$ cat src/rtl/apb_pkg.sv
// Shared types and constants for the two-requester APB master.
package apb_pkg;

  localparam int unsigned APB_ADDR_W = 32;
  localparam int unsigned APB_DATA_W = 32;

  localparam logic [31:0] APB_BASE_ADDR = 32'h1000_0000;
  localparam logic [31:0] APB_SLV_SIZE  = 32'h0000_1000;
  localparam logic [31:0] ERR_RDATA     = 32'h0;

  typedef enum logic [1:0] {
    IDLE,
    SETUP,
    ACCESS,
    ERR
  } apb_state_e;

  // Request payload latched at grant and held through the APB transfer.
  typedef struct packed {
    logic [APB_ADDR_W-1:0] addr;
    logic                  write;
    logic [APB_DATA_W-1:0] wdata;
  } apb_req_t;

  // Slave index width; one bit minimum so a single-slave build still elaborates.
  function automatic int unsigned idx_width(input int unsigned n);
    return (n > 1) ? $clog2(n) : 1;
  endfunction

endpackage

$ cat src/rtl/apb_master_arbiter_if.sv
// Requester handshakes plus the APB bus of the shared master.
interface apb_master_arbiter_if #(
  parameter int unsigned SLV_NUM = 4
);
  import apb_pkg::*;

  logic                          req0_transfer;
  logic [APB_ADDR_W-1:0]         req0_addr;
  logic                          req0_write;
  logic [APB_DATA_W-1:0]         req0_wdata;
  logic [APB_DATA_W-1:0]         req0_rdata;
  logic                          req0_ready;

  logic                          req1_transfer;
  logic [APB_ADDR_W-1:0]         req1_addr;
  logic                          req1_write;
  logic [APB_DATA_W-1:0]         req1_wdata;
  logic [APB_DATA_W-1:0]         req1_rdata;
  logic                          req1_ready;

  logic                          req_err;

  logic [APB_ADDR_W-1:0]         PADDR;
  logic                          PWRITE;
  logic [APB_DATA_W-1:0]         PWDATA;
  logic [SLV_NUM-1:0]            PSEL;
  logic                          PENABLE;
  logic [SLV_NUM*APB_DATA_W-1:0] PRDATA;
  logic [SLV_NUM-1:0]            PREADY;

  modport master (
    input  req0_transfer, req0_addr, req0_write, req0_wdata,
    output req0_rdata, req0_ready,
    input  req1_transfer, req1_addr, req1_write, req1_wdata,
    output req1_rdata, req1_ready,
    output req_err,
    output PADDR, PWRITE, PWDATA, PSEL, PENABLE,
    input  PRDATA, PREADY
  );

  modport slave (
    output req0_transfer, req0_addr, req0_write, req0_wdata,
    input  req0_rdata, req0_ready,
    output req1_transfer, req1_addr, req1_write, req1_wdata,
    input  req1_rdata, req1_ready,
    input  req_err,
    input  PADDR, PWRITE, PWDATA, PSEL, PENABLE,
    output PRDATA, PREADY
  );

endinterface

$ cat src/rtl/apb_addr_decoder.sv
// Maps a byte address onto one of SLV_NUM equal-size slave windows.
module apb_addr_decoder
  import apb_pkg::*;
#(
  parameter int unsigned SLV_NUM   = 4,
  parameter logic [31:0] BASE_ADDR = APB_BASE_ADDR,
  parameter logic [31:0] SLV_SIZE  = APB_SLV_SIZE,
  localparam int unsigned IDX_W    = idx_width(SLV_NUM)
) (
  input  logic [APB_ADDR_W-1:0] addr,
  output logic                  hit,
  output logic [IDX_W-1:0]      idx,
  output logic [SLV_NUM-1:0]    sel
);

  // 33-bit window math so a region ending at 4 GiB does not wrap.
  localparam logic [32:0] BASE33 = {1'b0, BASE_ADDR};
  localparam logic [32:0] SIZE33 = {1'b0, SLV_SIZE};
  localparam logic [32:0] SPAN33 = 33'(SLV_NUM) * SIZE33;

  logic [32:0] off;

  always_comb begin
    off = {1'b0, addr} - BASE33;
    hit = ({1'b0, addr} >= BASE33) && (off < SPAN33);
    idx = hit ? IDX_W'(off / SIZE33) : '0;
    sel = hit ? (SLV_NUM'(1) << idx) : '0;
  end

endmodule

$ cat src/rtl/apb_master_arbiter.sv
// Round-robin two-requester APB master with address decode.
// Optional ACCESS-phase timeout abort when APB_TIMEOUT_EN is defined.
module apb_master_arbiter
  import apb_pkg::*;
#(
  parameter int unsigned SLV_NUM   = 4,
  parameter logic [31:0] BASE_ADDR = APB_BASE_ADDR,
  parameter logic [31:0] SLV_SIZE  = APB_SLV_SIZE
`ifdef APB_TIMEOUT_EN
  ,
  parameter int unsigned TIMEOUT_CYC = 16
`endif
) (
  input logic                  clk,
  input logic                  reset,
  apb_master_arbiter_if.master bus
);

  localparam int unsigned IDX_W = idx_width(SLV_NUM);

  apb_state_e         state_q, state_d;
  apb_req_t           req_q, req_d;
  logic               grant_q, grant_d;
  logic               last_grant_q, last_grant_d;
  logic [IDX_W-1:0]   idx_q, idx_d;
  logic [SLV_NUM-1:0] psel_q, psel_d;
  logic               penable_q, penable_d;
`ifdef APB_TIMEOUT_EN
  logic [7:0]         wait_cnt_q, wait_cnt_d;
  logic               timeout_c;
`endif

  logic                  gnt_c;
  apb_req_t              cand_c;
  logic                  hit_c;
  logic [IDX_W-1:0]      idx_c;
  logic [SLV_NUM-1:0]    sel_c;
  logic                  pready_c;
  logic [APB_DATA_W-1:0] prdata_c;
  logic                  done_c;
  logic                  err_c;
  logic [APB_DATA_W-1:0] rdata_c;

  // Candidate grant: contention goes to whoever did not win last time.
  always_comb begin
    if (bus.req0_transfer && bus.req1_transfer) begin
      gnt_c = ~last_grant_q;
    end else begin
      gnt_c = bus.req1_transfer;
    end
    cand_c.addr  = gnt_c ? bus.req1_addr  : bus.req0_addr;
    cand_c.write = gnt_c ? bus.req1_write : bus.req0_write;
    cand_c.wdata = gnt_c ? bus.req1_wdata : bus.req0_wdata;
  end

  apb_addr_decoder #(
    .SLV_NUM   (SLV_NUM),
    .BASE_ADDR (BASE_ADDR),
    .SLV_SIZE  (SLV_SIZE)
  ) u_dec (
    .addr (cand_c.addr),
    .hit  (hit_c),
    .idx  (idx_c),
    .sel  (sel_c)
  );

  always_comb begin
    pready_c = bus.PREADY[idx_q];
    prdata_c = bus.PRDATA[APB_DATA_W*32'(idx_q) +: APB_DATA_W];
  end

  // Next-state logic; completion outputs are combinational off the current state.
  always_comb begin
    state_d      = state_q;
    req_d        = req_q;
    grant_d      = grant_q;
    last_grant_d = last_grant_q;
    idx_d        = idx_q;
    psel_d       = psel_q;
    penable_d    = penable_q;
    done_c       = 1'b0;
    err_c        = 1'b0;
    rdata_c      = ERR_RDATA;
`ifdef APB_TIMEOUT_EN
    wait_cnt_d   = wait_cnt_q;
    timeout_c    = 1'b0;
`endif

    unique case (state_q)
      IDLE: begin
        if (bus.req0_transfer || bus.req1_transfer) begin
          req_d        = cand_c;
          grant_d      = gnt_c;
          last_grant_d = gnt_c;
          idx_d        = idx_c;
          if (hit_c) begin
            state_d = SETUP;
            psel_d  = sel_c;
          end else begin
            state_d = ERR;
          end
        end
      end

      SETUP: begin
        state_d   = ACCESS;
        penable_d = 1'b1;
`ifdef APB_TIMEOUT_EN
        wait_cnt_d = '0;
`endif
      end

      ACCESS: begin
`ifdef APB_TIMEOUT_EN
        timeout_c = (wait_cnt_q == 8'(TIMEOUT_CYC - 1));
`endif
        if (pready_c) begin
          done_c  = 1'b1;
          rdata_c = req_q.write ? '0 : prdata_c;
        end
`ifdef APB_TIMEOUT_EN
        else if (timeout_c) begin
          done_c = 1'b1;
          err_c  = 1'b1;
        end else begin
          wait_cnt_d = wait_cnt_q + 8'd1;
        end
`endif
        if (done_c) begin
          state_d   = IDLE;
          psel_d    = '0;
          penable_d = 1'b0;
        end
      end

      ERR: begin
        done_c  = 1'b1;
        err_c   = 1'b1;
        state_d = IDLE;
      end

      default: begin
        state_d   = IDLE;
        psel_d    = '0;
        penable_d = 1'b0;
      end
    endcase
  end

  always_ff @(posedge clk) begin
    if (reset) begin
      state_q      <= IDLE;
      req_q        <= '0;
      grant_q      <= 1'b0;
      last_grant_q <= 1'b1;
      idx_q        <= '0;
      psel_q       <= '0;
      penable_q    <= 1'b0;
`ifdef APB_TIMEOUT_EN
      wait_cnt_q   <= '0;
`endif
    end else begin
      state_q      <= state_d;
      req_q        <= req_d;
      grant_q      <= grant_d;
      last_grant_q <= last_grant_d;
      idx_q        <= idx_d;
      psel_q       <= psel_d;
      penable_q    <= penable_d;
`ifdef APB_TIMEOUT_EN
      wait_cnt_q   <= wait_cnt_d;
`endif
    end
  end

  // A transfer cut short by reset must never signal completion.
  logic done0_c, done1_c;
  assign done0_c = done_c && !grant_q && !reset;
  assign done1_c = done_c &&  grant_q && !reset;

  assign bus.req0_ready = done0_c;
  assign bus.req1_ready = done1_c;
  assign bus.req0_rdata = done0_c ? rdata_c : '0;
  assign bus.req1_rdata = done1_c ? rdata_c : '0;
  assign bus.req_err    = done_c && err_c && !reset;

  assign bus.PADDR   = req_q.addr;
  assign bus.PWRITE  = req_q.write;
  assign bus.PWDATA  = req_q.wdata;
  assign bus.PSEL    = psel_q;
  assign bus.PENABLE = penable_q;

endmodule
$ cat src/flat_wrapper.sv
// flat-port wrapper written by rule: the top's interface ports become plain ports
module apb_master_arbiter_flat import apb_pkg::*;
#(
  parameter int unsigned SLV_NUM   = 4,
  parameter logic [31:0] BASE_ADDR = APB_BASE_ADDR,
  parameter logic [31:0] SLV_SIZE  = APB_SLV_SIZE

)
  (clk, reset, bus_req0_transfer, bus_req0_addr, bus_req0_write, bus_req0_wdata, bus_req0_rdata, bus_req0_ready, bus_req1_transfer, bus_req1_addr, bus_req1_write, bus_req1_wdata, bus_req1_rdata, bus_req1_ready, bus_req_err, bus_PADDR, bus_PWRITE, bus_PWDATA, bus_PSEL, bus_PENABLE, bus_PRDATA, bus_PREADY);
  apb_master_arbiter_if #(.SLV_NUM(SLV_NUM)) bus_i ();
  input logic clk;
  input logic reset;
  input wire logic [$bits(bus_i.req0_transfer)-1:0] bus_req0_transfer;
  input wire logic [$bits(bus_i.req0_addr)-1:0] bus_req0_addr;
  input wire logic [$bits(bus_i.req0_write)-1:0] bus_req0_write;
  input wire logic [$bits(bus_i.req0_wdata)-1:0] bus_req0_wdata;
  output wire logic [$bits(bus_i.req0_rdata)-1:0] bus_req0_rdata;
  output wire logic [$bits(bus_i.req0_ready)-1:0] bus_req0_ready;
  input wire logic [$bits(bus_i.req1_transfer)-1:0] bus_req1_transfer;
  input wire logic [$bits(bus_i.req1_addr)-1:0] bus_req1_addr;
  input wire logic [$bits(bus_i.req1_write)-1:0] bus_req1_write;
  input wire logic [$bits(bus_i.req1_wdata)-1:0] bus_req1_wdata;
  output wire logic [$bits(bus_i.req1_rdata)-1:0] bus_req1_rdata;
  output wire logic [$bits(bus_i.req1_ready)-1:0] bus_req1_ready;
  output wire logic [$bits(bus_i.req_err)-1:0] bus_req_err;
  output wire logic [$bits(bus_i.PADDR)-1:0] bus_PADDR;
  output wire logic [$bits(bus_i.PWRITE)-1:0] bus_PWRITE;
  output wire logic [$bits(bus_i.PWDATA)-1:0] bus_PWDATA;
  output wire logic [$bits(bus_i.PSEL)-1:0] bus_PSEL;
  output wire logic [$bits(bus_i.PENABLE)-1:0] bus_PENABLE;
  input wire logic [$bits(bus_i.PRDATA)-1:0] bus_PRDATA;
  input wire logic [$bits(bus_i.PREADY)-1:0] bus_PREADY;
  assign bus_i.req0_transfer = bus_req0_transfer;
  assign bus_i.req0_addr = bus_req0_addr;
  assign bus_i.req0_write = bus_req0_write;
  assign bus_i.req0_wdata = bus_req0_wdata;
  assign bus_req0_rdata = bus_i.req0_rdata;
  assign bus_req0_ready = bus_i.req0_ready;
  assign bus_i.req1_transfer = bus_req1_transfer;
  assign bus_i.req1_addr = bus_req1_addr;
  assign bus_i.req1_write = bus_req1_write;
  assign bus_i.req1_wdata = bus_req1_wdata;
  assign bus_req1_rdata = bus_i.req1_rdata;
  assign bus_req1_ready = bus_i.req1_ready;
  assign bus_req_err = bus_i.req_err;
  assign bus_PADDR = bus_i.PADDR;
  assign bus_PWRITE = bus_i.PWRITE;
  assign bus_PWDATA = bus_i.PWDATA;
  assign bus_PSEL = bus_i.PSEL;
  assign bus_PENABLE = bus_i.PENABLE;
  assign bus_i.PRDATA = bus_PRDATA;
  assign bus_i.PREADY = bus_PREADY;
  apb_master_arbiter #(.SLV_NUM(SLV_NUM), .BASE_ADDR(BASE_ADDR), .SLV_SIZE(SLV_SIZE)) u_core (.clk(clk), .reset(reset), .bus(bus_i));
endmodule
$ cat config.mk
export PLATFORM = sky130hd
export DESIGN_NAME = apb_master_arbiter_flat
export DESIGN_NICKNAME = d
export VERILOG_FILES = /design/src/rtl/apb_pkg.sv /design/src/rtl/apb_master_arbiter_if.sv /design/src/rtl/apb_addr_decoder.sv /design/src/rtl/apb_master_arbiter.sv /design/src/flat_wrapper.sv
export SDC_FILE = /design/constraint.sdc
export NUM_CORES = 1
export LEC_CHECK = 0
export CORE_AREA = 2 2 155 157
export DETAILED_ROUTE_END_ITERATION = 10
export DIE_AREA = 0 0 157 159
export SYNTH_ARGS = -nofsm -noshare
export SYNTH_HDL_FRONTEND = slang
export SYNTH_SLANG_ARGS = --single-unit
$ cat constraint.sdc
create_clock -name clk -period 7.65 [get_ports clk]
set_input_delay 1.53 -clock clk [delete_from_list [all_inputs] [get_ports clk]]
set_output_delay 1.53 -clock clk [all_outputs]
set_load 0.005 [all_outputs]
==> impl_metrics.py <==
metrics = {
    "run_status": {
        "status": "finished clean",
    },
    "setup_path": {
        "reg2regPathDepth": 6,
        "cpLargestDelayFamily": "buffers and inverters",
        "crit_type": "input pin to output pin",
        "crit_end": "bus_req1_rdata[31]",
        "critPathMostFrequentCell": "clkdlybuf4s50_1",
        "start_kind": "input pin",
        "critPathBufInv": 3,
        "critPathArrivalTime_ns": 4.40,
        "cp_slowest_cell": "nand4b_4",
        "path_cells": "clkdlybuf4s50_1 -> mux4_2 -> inv_1 -> nand2_2 -> nand4b_4 -> a2111oi_2 -> clkdlybuf4s50_1",
        "r2r-end": "u_core.bus.PWDATA[27]",
        "timing.rr.start": "u_core.state_q[1]",
        "crit_fanout": 33,
        "required_ns": 6.12,
        "crit_cells": 7,
        "critPathLaunch": "bus_PREADY[1]",
        "max_stage_delay_ns": 0.64,
        "end_kind": "output pin",
        "r2r_setup_slack_ns": 4.79,
    },
    "floorplan": {
        "fp.dieH_um": 159,
        "start_util_pct": 23.3,
        "io-pin-count": 403,
        "core_area_sq_um": 23200,
        "fp.dieW_um": 157,
        "dieArea_sq_um": 25000,
        "num_rows": 56,
    },
    "global_routing": {
        "grt_pass1_vias": 6388,
        "grt_max_degree": 68,
        "gr-total-overflow": 0,
        "grt_pass1_wl_mm": 37.4,
        "antenna_found_initial": 0,
        "grtUsageTotal_pct": 19.6,
    },
    "clock_network": {
        "cts_setup_buffers": 0,
        "clk_latency_ns": 0.34,
        "clock-sinks": 76,
        "cts-root-buf": "clkbuf_16",
        "htreeDepth": 3,
        "numCtsBuffers": 9,
        "hold_buffers": 0,
        "clock_path_buffers": 2,
        "cts_tree": "done",
        "clk_pin_slew_ns": 0.06,
        "cts-resized-gates": 0,
    },
    "power": {
        "pwr_density_cell_nw_per_um2": 136,
        "power.leakage_nw": 3.22,
        "ir_drop_v": 0.0000873,
        "finalPower_mw": 1.33,
    },
    "final_layout": {
        "nNetsFinal": 1259,
        "final_area_sq_um": 9820,
        "drive_gt1_share_pct": 9.45,
        "fin_cells": 1314,
        "antenna_cells": 0,
        "area_delta_synth_final_pct": 81.9,
        "post-route-util_pct": 42.4,
        "fillerInstances": 2378,
    },
    "synth": {
        "synth-edff-count": 0,
        "syn_area_per_cell_sq_um": 8.41,
        "synthesis.nets": 910,
        "ys_warn_count": 0,
        "synth_area_sq_um": 5400,
        "postSynthCellCount": 642,
        "synth_ff_type": "dfxtp_1",
        "ys_seq_area_share_pct": 28.2,
        "ys_async_sr_fraction_pct": 0,
        "synth_cell_type_count": 43,
        "ys_seq_elements": 76,
    },
    "placed_design": {
        "placed_cell_area_sq_um": 9530,
        "dp_cells": 1299,
        "hpwlAfterDp_mm": 19.6,
        "io_buffers": 402,
        "gp_congestion": 0.803,
    },
    "timing": {
        "rsz0062_at_grt": "false",
        "worst_pin_slew_ns": 1.14,
        "slew_headroom_pct": 24.2,
        "period_share_pct": 77.5,
        "timing_max_transition_violations_final": 0,
        "period_minus_slack_ns": 5.93,
        "finClkSkew_ns": 0.00583,
        "hold_viol": 0,
        "fmax_mhz": 169,
        "setup_viol": 0,
        "tns_ns": 0,
    },
    "drt": {
        "vias_per_cell": 4.85,
        "drtIter0Drc": 314,
        "wl_per_cell_um": 19.4,
        "wl_mm": 25.5,
        "antenna_left": 0,
        "dr_total_vias": 6373,
        "drc_errors": 0,
        "drt_first_pass_iters": 4,
    },
    "worst_hold_path": {
        "hold_class": "flop to flop",
    },
    "run": {
        "maxCapViolCount": 0,
    },
}
## Yosys cell counts, drive strengths merged, types with 3 or more instances
cell | number | area share, %
a2111oi | 64 | 17
a211oi | 37 | 5.1
a311oi | 61 | 9.9
and2 | 4 | 0.46
buf | 41 | 4.7
clkbuf | 30 | 2.1
dfxtp | 76 | 28
inv | 7 | 0.49
mux2i | 34 | 6.3
nand2 | 137 | 9.6
nand4 | 4 | 0.46
nor2 | 76 | 5.3
nor2b | 33 | 3.8
nor4 | 5 | 0.58
or2 | 3 | 0.35
## power breakdown
| part | switching [mW] | internal (mW) | total (mW) | leakage (nW) |
|---|---|---|---|---|
| clock network | 0.172 | 0.261 | 0.434 | 0.139 |
| logic | 0.186 | 0.250 | 0.436 | 2.45 |
| registers | 0.0247 | 0.439 | 0.463 | 0.630 |
## layout make-up
| type | instances | area (sq um) | area share, % |
|---|---|---|---|
| inverters | 7 | 26.3 | 0.267 |
| repair buffers | 409 | 4070 | 41.4 |
| flip-flops and latches | 76 | 1530 | 15.6 |
| well taps | 319 | 399 | 4.06 |
| clock buffers | 12 | 246 | 2.51 |
| clock inverters | 3 | 46.3 | 0.471 |
| multi-input cells | 488 | 3510 | 35.7 |
## how the worst min path moves through the flow
| stage | start | endpoint | cells past startpoint |
|---|---|---|---|
| 2_1_floorplan | u_core.bus.PSEL[0] | u_core.bus.PSEL[0] | 2 |
| 3_3_place_gp | u_core.bus.PSEL[0] | u_core.bus.PSEL[0] | 2 |
| 3_5_place_dp | u_core.bus.PSEL[3] | u_core.bus.PSEL[3] | 2 |
| 4_1_cts | u_core.bus.PSEL[3] | u_core.bus.PSEL[3] | 2 |
| 5_1_grt | u_core.bus.PSEL[0] | u_core.bus.PSEL[0] | 2 |
| 6_report | u_core.bus.PSEL[0] | u_core.bus.PSEL[0] | 2 |
## placed cells by master, fill, tap and decap left out, drive strengths merged, types with 2 or more instances in the layout
cell type	netlist	routed
dfxtp	76	76
nand2b	2	2
a21oi	2	2
and2	4	4
nor2	76	76
ha	2	2
o2111a	2	2
a211oi	37	37
nor2b	33	33
clkbuf	30	12
mux2i	34	34
nor3b	2	2
o22ai	2	2
buf	41	8
o21ai	2	2
nand2	137	137
o32ai	2	2
or2	3	3
a2111oi	64	64
a311oi	61	61
nor4	5	5
clkdlybuf4s50	0	401
inv	7	8
nand4	4	4
nand3	2	2
## tightest hold or removal path: cells and delay by family (launching register included)
kind	cells	cell delay, ns
flops	1	0.31
buf+inv	1	0.05
compound gates	1	0.08
## sequential cells by signal (all words and copies together), names as in the netlist
register	count
u_core.bus.PADDR	32
u_core.bus.PWDATA	32
u_core.bus.PSEL	4
u_core.idx_q	2
u_core.state_q	2
u_core.bus.PENABLE	1
u_core.bus.PWRITE	1
u_core.grant_q	1
u_core.last_grant_q	1
## metrics by stage
| step | hold slack [ns] | setup WS, ns |
|---|---|---|
| finish | 0.490 | 1.72 |
| global placement | 0.461 | 1.68 |
| global route | 0.513 | 1.52 |
| CTS | 0.493 | 1.67 |
| detailed placement | 0.481 | 1.68 |
| floorplan | 0.470 | 3.48 |
## cells by family after synthesis
logic type,after synthesis,synth area share (%)
and+or+nand+nor,273,22.6
muxes,35,6.72
DFF,76,28.2
AOI/OAI and AO/OA,178,34.8
adders and majority gates,2,0.463
buffers and inverters,78,7.25
## routing by layer
metal,global-route usage [%],up-vias,wire (um)
li1,-,3133,-
met1,20.4,2923,9510
met2,35.5,276,12700
met3,6.51,41,2380
met4,8.38,0,896
met5,0,-,0
Power figures use the tool's default switching activity.
